`src/rtl/conv1_kernel_scheduler.sv`:
```
// Conv-1 scheduler: walks every window position for each 3x3 kernel, does a 9-tap MAC per cycle,
// applies ReLU/shift/saturate and streams results over valid/ready with backpressure.
module conv1_kernel_scheduler #(
  parameter int unsigned IMG_DIM   = 8,
  parameter int unsigned N_KERNELS = 3,
  parameter int unsigned DATA_W    = 8,
  parameter int unsigned ACC_W     = 21,
  parameter int unsigned OUT_SHIFT = 4,
  localparam int unsigned AW = (IMG_DIM > 1) ? $clog2(IMG_DIM) : 1,
  localparam int unsigned KW = (N_KERNELS > 1) ? $clog2(N_KERNELS) : 1
) (
  input  logic                          clk,
  input  logic                          reset_n,
  input  logic                          start,
  input  logic [N_KERNELS*9*DATA_W-1:0] weights,
  output logic [AW-1:0]                 win_row,
  output logic [AW-1:0]                 win_col,
  output logic [KW-1:0]                 kern_sel,
  input  logic [9*DATA_W-1:0]           win_data,
  output logic                          out_valid,
  input  logic                          out_ready,
  output logic [DATA_W-1:0]             out_data,
  output logic [KW-1:0]                 out_kern,
  output logic [AW-1:0]                 out_row,
  output logic [AW-1:0]                 out_col,
  output logic                          out_last,
  output logic                          busy,
  output logic                          done
);

  localparam logic [1:0] StIdle  = 2'd0;
  localparam logic [1:0] StRun   = 2'd1;
  localparam logic [1:0] StDrain = 2'd2;
  localparam logic [1:0] StDone  = 2'd3;

  localparam int unsigned WW = N_KERNELS * 9 * DATA_W;
  localparam logic [ACC_W-1:0] SatMax = {{(ACC_W-DATA_W){1'b0}}, {DATA_W{1'b1}}};

  logic [1:0]        state_q, state_d;
  logic [WW-1:0]     weights_q, weights_d;
  logic [KW-1:0]     kern_q, kern_d;
  logic [AW-1:0]     row_q, row_d;
  logic [AW-1:0]     col_q, col_d;
  logic              out_valid_q, out_valid_d;
  logic              out_last_q, out_last_d;
  logic [DATA_W-1:0] out_data_q, out_data_d;
  logic [KW-1:0]     out_kern_q, out_kern_d;
  logic [AW-1:0]     out_row_q, out_row_d;
  logic [AW-1:0]     out_col_q, out_col_d;

  logic                    advance;
  logic                    pos_last;
  logic                    col_end;
  logic                    row_end;
  logic signed [ACC_W-1:0] acc;
  logic [ACC_W-1:0]        shr;
  logic [DATA_W-1:0]       result;

  assign advance  = (state_q == StRun) && (!out_valid_q || out_ready);
  assign col_end  = (col_q == AW'(IMG_DIM - 1));
  assign row_end  = (row_q == AW'(IMG_DIM - 1));
  assign pos_last = (kern_q == KW'(N_KERNELS - 1)) && row_end && col_end;

  // Pixels are unsigned, weights signed: zero-extend one, sign-extend the other.
  always_comb begin
    logic [DATA_W-1:0] pix;
    logic [DATA_W-1:0] wt;
    acc = '0;
    for (int t = 0; t < 9; t++) begin
      pix = win_data[t*DATA_W +: DATA_W];
      wt  = weights_q[(int'(kern_q) * 9 + t) * DATA_W +: DATA_W];
      acc = acc + $signed({{(ACC_W-DATA_W){1'b0}}, pix})
                * $signed({{(ACC_W-DATA_W){wt[DATA_W-1]}}, wt});
    end
    if (acc[ACC_W-1]) begin
      shr = '0;
    end else begin
      shr = unsigned'(acc >>> OUT_SHIFT);
    end
    result = (shr > SatMax) ? '1 : shr[DATA_W-1:0];
  end

  always_comb begin
    state_d     = state_q;
    weights_d   = weights_q;
    kern_d      = kern_q;
    row_d       = row_q;
    col_d       = col_q;
    out_valid_d = out_valid_q;
    out_last_d  = out_last_q;
    out_data_d  = out_data_q;
    out_kern_d  = out_kern_q;
    out_row_d   = out_row_q;
    out_col_d   = out_col_q;
    case (state_q)
      StIdle: begin
        if (start) begin
          state_d   = StRun;
          weights_d = weights;
          kern_d    = '0;
          row_d     = '0;
          col_d     = '0;
        end
      end
      StRun: begin
        if (advance) begin
          out_valid_d = 1'b1;
          out_data_d  = result;
          out_kern_d  = kern_q;
          out_row_d   = row_q;
          out_col_d   = col_q;
          out_last_d  = pos_last;
          // Counters park on the final position; the next start clears them.
          if (pos_last) begin
            state_d = StDrain;
          end else if (col_end) begin
            col_d = '0;
            if (row_end) begin
              row_d  = '0;
              kern_d = kern_q + 1'b1;
            end else begin
              row_d = row_q + 1'b1;
            end
          end else begin
            col_d = col_q + 1'b1;
          end
        end
      end
      StDrain: begin
        if (out_ready) begin
          out_valid_d = 1'b0;
          out_last_d  = 1'b0;
          state_d     = StDone;
        end
      end
      default: state_d = StIdle;
    endcase
  end

  always_ff @(posedge clk or negedge reset_n) begin
    if (!reset_n) begin
      state_q     <= StIdle;
      weights_q   <= '0;
      kern_q      <= '0;
      row_q       <= '0;
      col_q       <= '0;
      out_valid_q <= 1'b0;
      out_last_q  <= 1'b0;
      out_data_q  <= '0;
      out_kern_q  <= '0;
      out_row_q   <= '0;
      out_col_q   <= '0;
    end else begin
      state_q     <= state_d;
      weights_q   <= weights_d;
      kern_q      <= kern_d;
      row_q       <= row_d;
      col_q       <= col_d;
      out_valid_q <= out_valid_d;
      out_last_q  <= out_last_d;
      out_data_q  <= out_data_d;
      out_kern_q  <= out_kern_d;
      out_row_q   <= out_row_d;
      out_col_q   <= out_col_d;
    end
  end

  assign win_row   = row_q;
  assign win_col   = col_q;
  assign kern_sel  = kern_q;
  assign out_valid = out_valid_q;
  assign out_data  = out_data_q;
  assign out_kern  = out_kern_q;
  assign out_row   = out_row_q;
  assign out_col   = out_col_q;
  assign out_last  = out_last_q;
  assign busy      = (state_q == StRun) || (state_q == StDrain);
  assign done      = (state_q == StDone);

endmodule

```
`config.mk`:
```
export PLATFORM = sky130hd
export DESIGN_NAME = conv1_kernel_scheduler
export DESIGN_NICKNAME = d
export VERILOG_FILES = /design/src/rtl/conv1_kernel_scheduler.sv
export SDC_FILE = /design/constraint.sdc
export NUM_CORES = 2
export LEC_CHECK = 0
export ABC_AREA = 1
export CORE_UTILIZATION = 44
export DETAILED_ROUTE_END_ITERATION = 6
export GPL_TIMING_DRIVEN = 0
export PLACE_DENSITY = 0.61
export SLEW_MARGIN = 20
export SYNTH_ARGS = -nofsm -noshare
export SYNTH_HDL_FRONTEND = slang
export SYNTH_SLANG_ARGS = --single-unit
```
`constraint.sdc`:
```
create_clock -name clk -period 9.25 [get_ports clk]
set_input_delay 1.3875 -clock clk [delete_from_list [all_inputs] [get_ports clk]]
set_output_delay 1.3875 -clock clk [all_outputs]
set_load 0.1 [all_outputs]
```
==> out/results.tsv <==
stage	metric	value	unit
timing	final setup violating endpoints	0	
worst_setup_path	Worst Path Buf+Inv	8	
logic_synthesis	Mapped Avg Cell Area	9.02	sq um
global_route	Global Route Usage Sum	0.273	
logic_synthesis	yosys warns	0	
worst_setup_path	Most Frequent Cell on Critical Path	fa_1	
route	DR WL/cell	20.2	microns
worst_setup_path	Worst EP arrival	9.44	ns
logic_synthesis	synth top area cells	fa_1, dfrtp_1, ha_1, inv_1, nor2_1	
route	Post-route DRC	10	
die	Core Region	73200	sq um
worst_setup_path	Largest stage delay, worst path	0.65	ns
global_route	largest net degree at the start of global routing	98	
timing	Slew @ Worst Pin	1.03	ns
timing	fin crit share	0.971	
route	Via density	4.94	
logic_synthesis	Synth area leader	fa_1	
timing	final hold violation count	0	
cts	hold_buf cts	0	
cts	Sink Count	244	
timing	Slew Limit Fails	0	
global_route	vias in the first global route	25900	
die	die area	75400	sq um
worst_setup_path	kind of cell adding the most delay to the critical path	adder cells	
timing	max_slew headroom	0.313	
die	Initial Utilization	0.447	
die	Die H	275	microns
route	DR vias	24600	
worst_setup_path	crit start category	flop	
cts	Reg clk slew, reported paths	0.06	ns
place	Port Buf Inserts	319	
logic_synthesis	Gate Count Post-Synth	3626	
route	Pre-antenna DRT Iters	7	
worst_setup_path	Slowest-stage cell, CP	fa_1	
global_route	grt ovf	0	
cts	TritonCTS clock tree	built	
logic_synthesis	Distinct cells, synth	35	
route	Detail Route Antenna Nets	0	
job	max-cap violation count	0	
min_path	Min-Delay Path Class	flop to flop	
logic_synthesis	post-synthesis sequential area ratio	0.187	
place	routability congestion estimate	0.953	
finish	final net count	5170	
finish	Finished Cell Area	38900	sq um
timing	Worst Clk Skew	0.0189	ns
logic_synthesis	Post-Syn Nets	4799	
route	DRT iter0 DRCs	1551	
global_route	first-pass GRT wire length	152000	microns
cts	Root Driver	clkbuf_16	
cts	clk_lat worst skew	0.57	ns
logic_synthesis	Seq cells post-synth	244	
global_route	initial antenna violation count	16	
place	Placed Area	37200	sq um
die	total I/O pin count	320	
worst_setup_path	Worst setup EP type	flop	
die	die width	275	microns
run_status	status	finished, violations left	
finish	commonest non-fill, non-tap cell in the layout	inv_1	
timing	fmax	111	MHz
cts	H-tree Lvls	1	
run_status	failing checks	design-rule violations	
logic_synthesis	Synth Cell Area	32700	sq um
finish	Layout area overhead	18.9	%
cts	CTS buffer count	27	
die	# rows	99	
route	WL final	101000	microns
finish	most frequent cells in the layout	inv_1, nor2_1, fa_1	
cts	Clock Tree Buf Depth	3	
place	Final HPWL DP	88500	microns
worst_setup_path	CP Max Fanout	10	
worst_setup_path	Setup CP Type	flop to flop	
timing	min Tclk post-route	8.99	ns
worst_setup_path	worst path required time	9.71	ns
logic_synthesis	area share of the largest cell type after synthesis	0.353	
finish	layout cells sized above 1	0.103	
==> worst paths after layout <==
path,startpoint,cells past startpoint,slack (ns),endpoint
worst max register to register,kern_sel[0]$_DFFE_PN0P_,33,0.26,out_data[2]$_DFFE_PN0P_
worst max-delay path,kern_sel[0]$_DFFE_PN0P_,33,0.26,out_data[2]$_DFFE_PN0P_
worst min-delay path,out_data[7]$_DFFE_PN0P_,2,0.48,out_data[7]$_DFFE_PN0P_
worst min register to register,out_data[7]$_DFFE_PN0P_,2,0.48,out_data[7]$_DFFE_PN0P_
max in group asynchronous,reset_n,2,7.57,weights_q[193]$_DFFE_PN0P_
min in group asynchronous,reset_n,1,0.77,weights_q[102]$_DFFE_PN0P_
==> kinds of logic after synthesis <==
logic type	count (synthesis)	share of synthesized area
xor gates and xnor gates	12	0.00321
AOI/OAI and AO/OA	258	0.0425
buffers and inverters	1093	0.127
and+or+nand+nor	983	0.118
muxes	155	0.0534
DFF	244	0.187
adders and majority gates	881	0.469
==> sequential cells by signal, summed over array words and instances, names as in the netlist <==
signal	cells
weights_q	216
out_data	8
out_col	3
out_row	3
win_col	3
win_row	3
kern_sel	2
out_kern	2
state_q	2
out_last	1
out_valid	1
==> per-stage QoR <==
step | setup WS, ns | util | hold slack (ns) | instances | TNS [ns]
5_1_grt | -0.00394 | 0.531 | 0.508 | 4977 | -0.00394
4_1_cts | 0.0171 | 0.523 | 0.487 | 4957 | 0
6_report | 0.264 | 0.531 | 0.482 | 4980 | 0
3_3_place_gp | -4.24 | 0.507 | 0.468 | 4904 | -1023.93
3_5_place_dp | -0.552 | 0.508 | 0.472 | 4906 | -3.98
2_1_floorplan | 0.533 | - | 0.471 | 3626 | 0
==> layout make-up <==
type | instances | area (sq um)
clock buffers | 37 | 753
well taps | 959 | 1200
multi-input cells | 2289 | 23000
fillers | 6817 | 34300
clock inverters | 8 | 77.6
plain buffers | 64 | 383
inverters | 1029 | 3870
flip-flops and latches | 244 | 6110
diodes | 8 | 20.0
repair buffers | 342 | 3450
==> Yosys cell counts <==
cell and number:
nor3_2 1, xor2_1 8, nand3b_1 5, nand3_1 22, ha_1 304, o21ai_0 112, and2_1 1, buf_1 7
nor3b_1 1, a211oi_1 1, o22ai_1 2, nor3_1 2, o21ai_1 29, or2_1 1, clkbuf_1 25, nor2_2 8
inv_2 22, nand2_1 328, nand2_2 8, buf_2 32, or2_2 15, o21ai_2 13, a31o_2 1, nand3_2 4
fa_1 577, a21oi_1 89, mux2_2 155, a32oi_1 7, o21bai_1 1, inv_1 1007, nor2_1 581, xnor2_1 4
a21oi_2 3, dfrtp_1 244, nand4_1 6
==> per-layer routing <==
layer	wire length, microns	track usage
met1	43500	0.369
met2	48900	0.462
met3	5780	0.0404
met4	2400	0.0645
met5	128	0
==> tightest hold or removal path, cell delays in order (launching register included) <==
cell and delay [ns]:
dfrtp_1 0.34, nand2_1 0.05, nand2_1 0.05
==> timing repair <==
| item | 4_1_cts | 5_1_grt |
|---|---|---|
| gates resized for setup | 62 | 152 |
| buffers inserted | 6 | 15 |
| pin swaps | 3 | 10 |
| endpoints found under the setup margin | 8 | 8 |
Power is not shown: default switching activity piles up to over one toggle a cycle in this logic, so the estimate is an artifact.
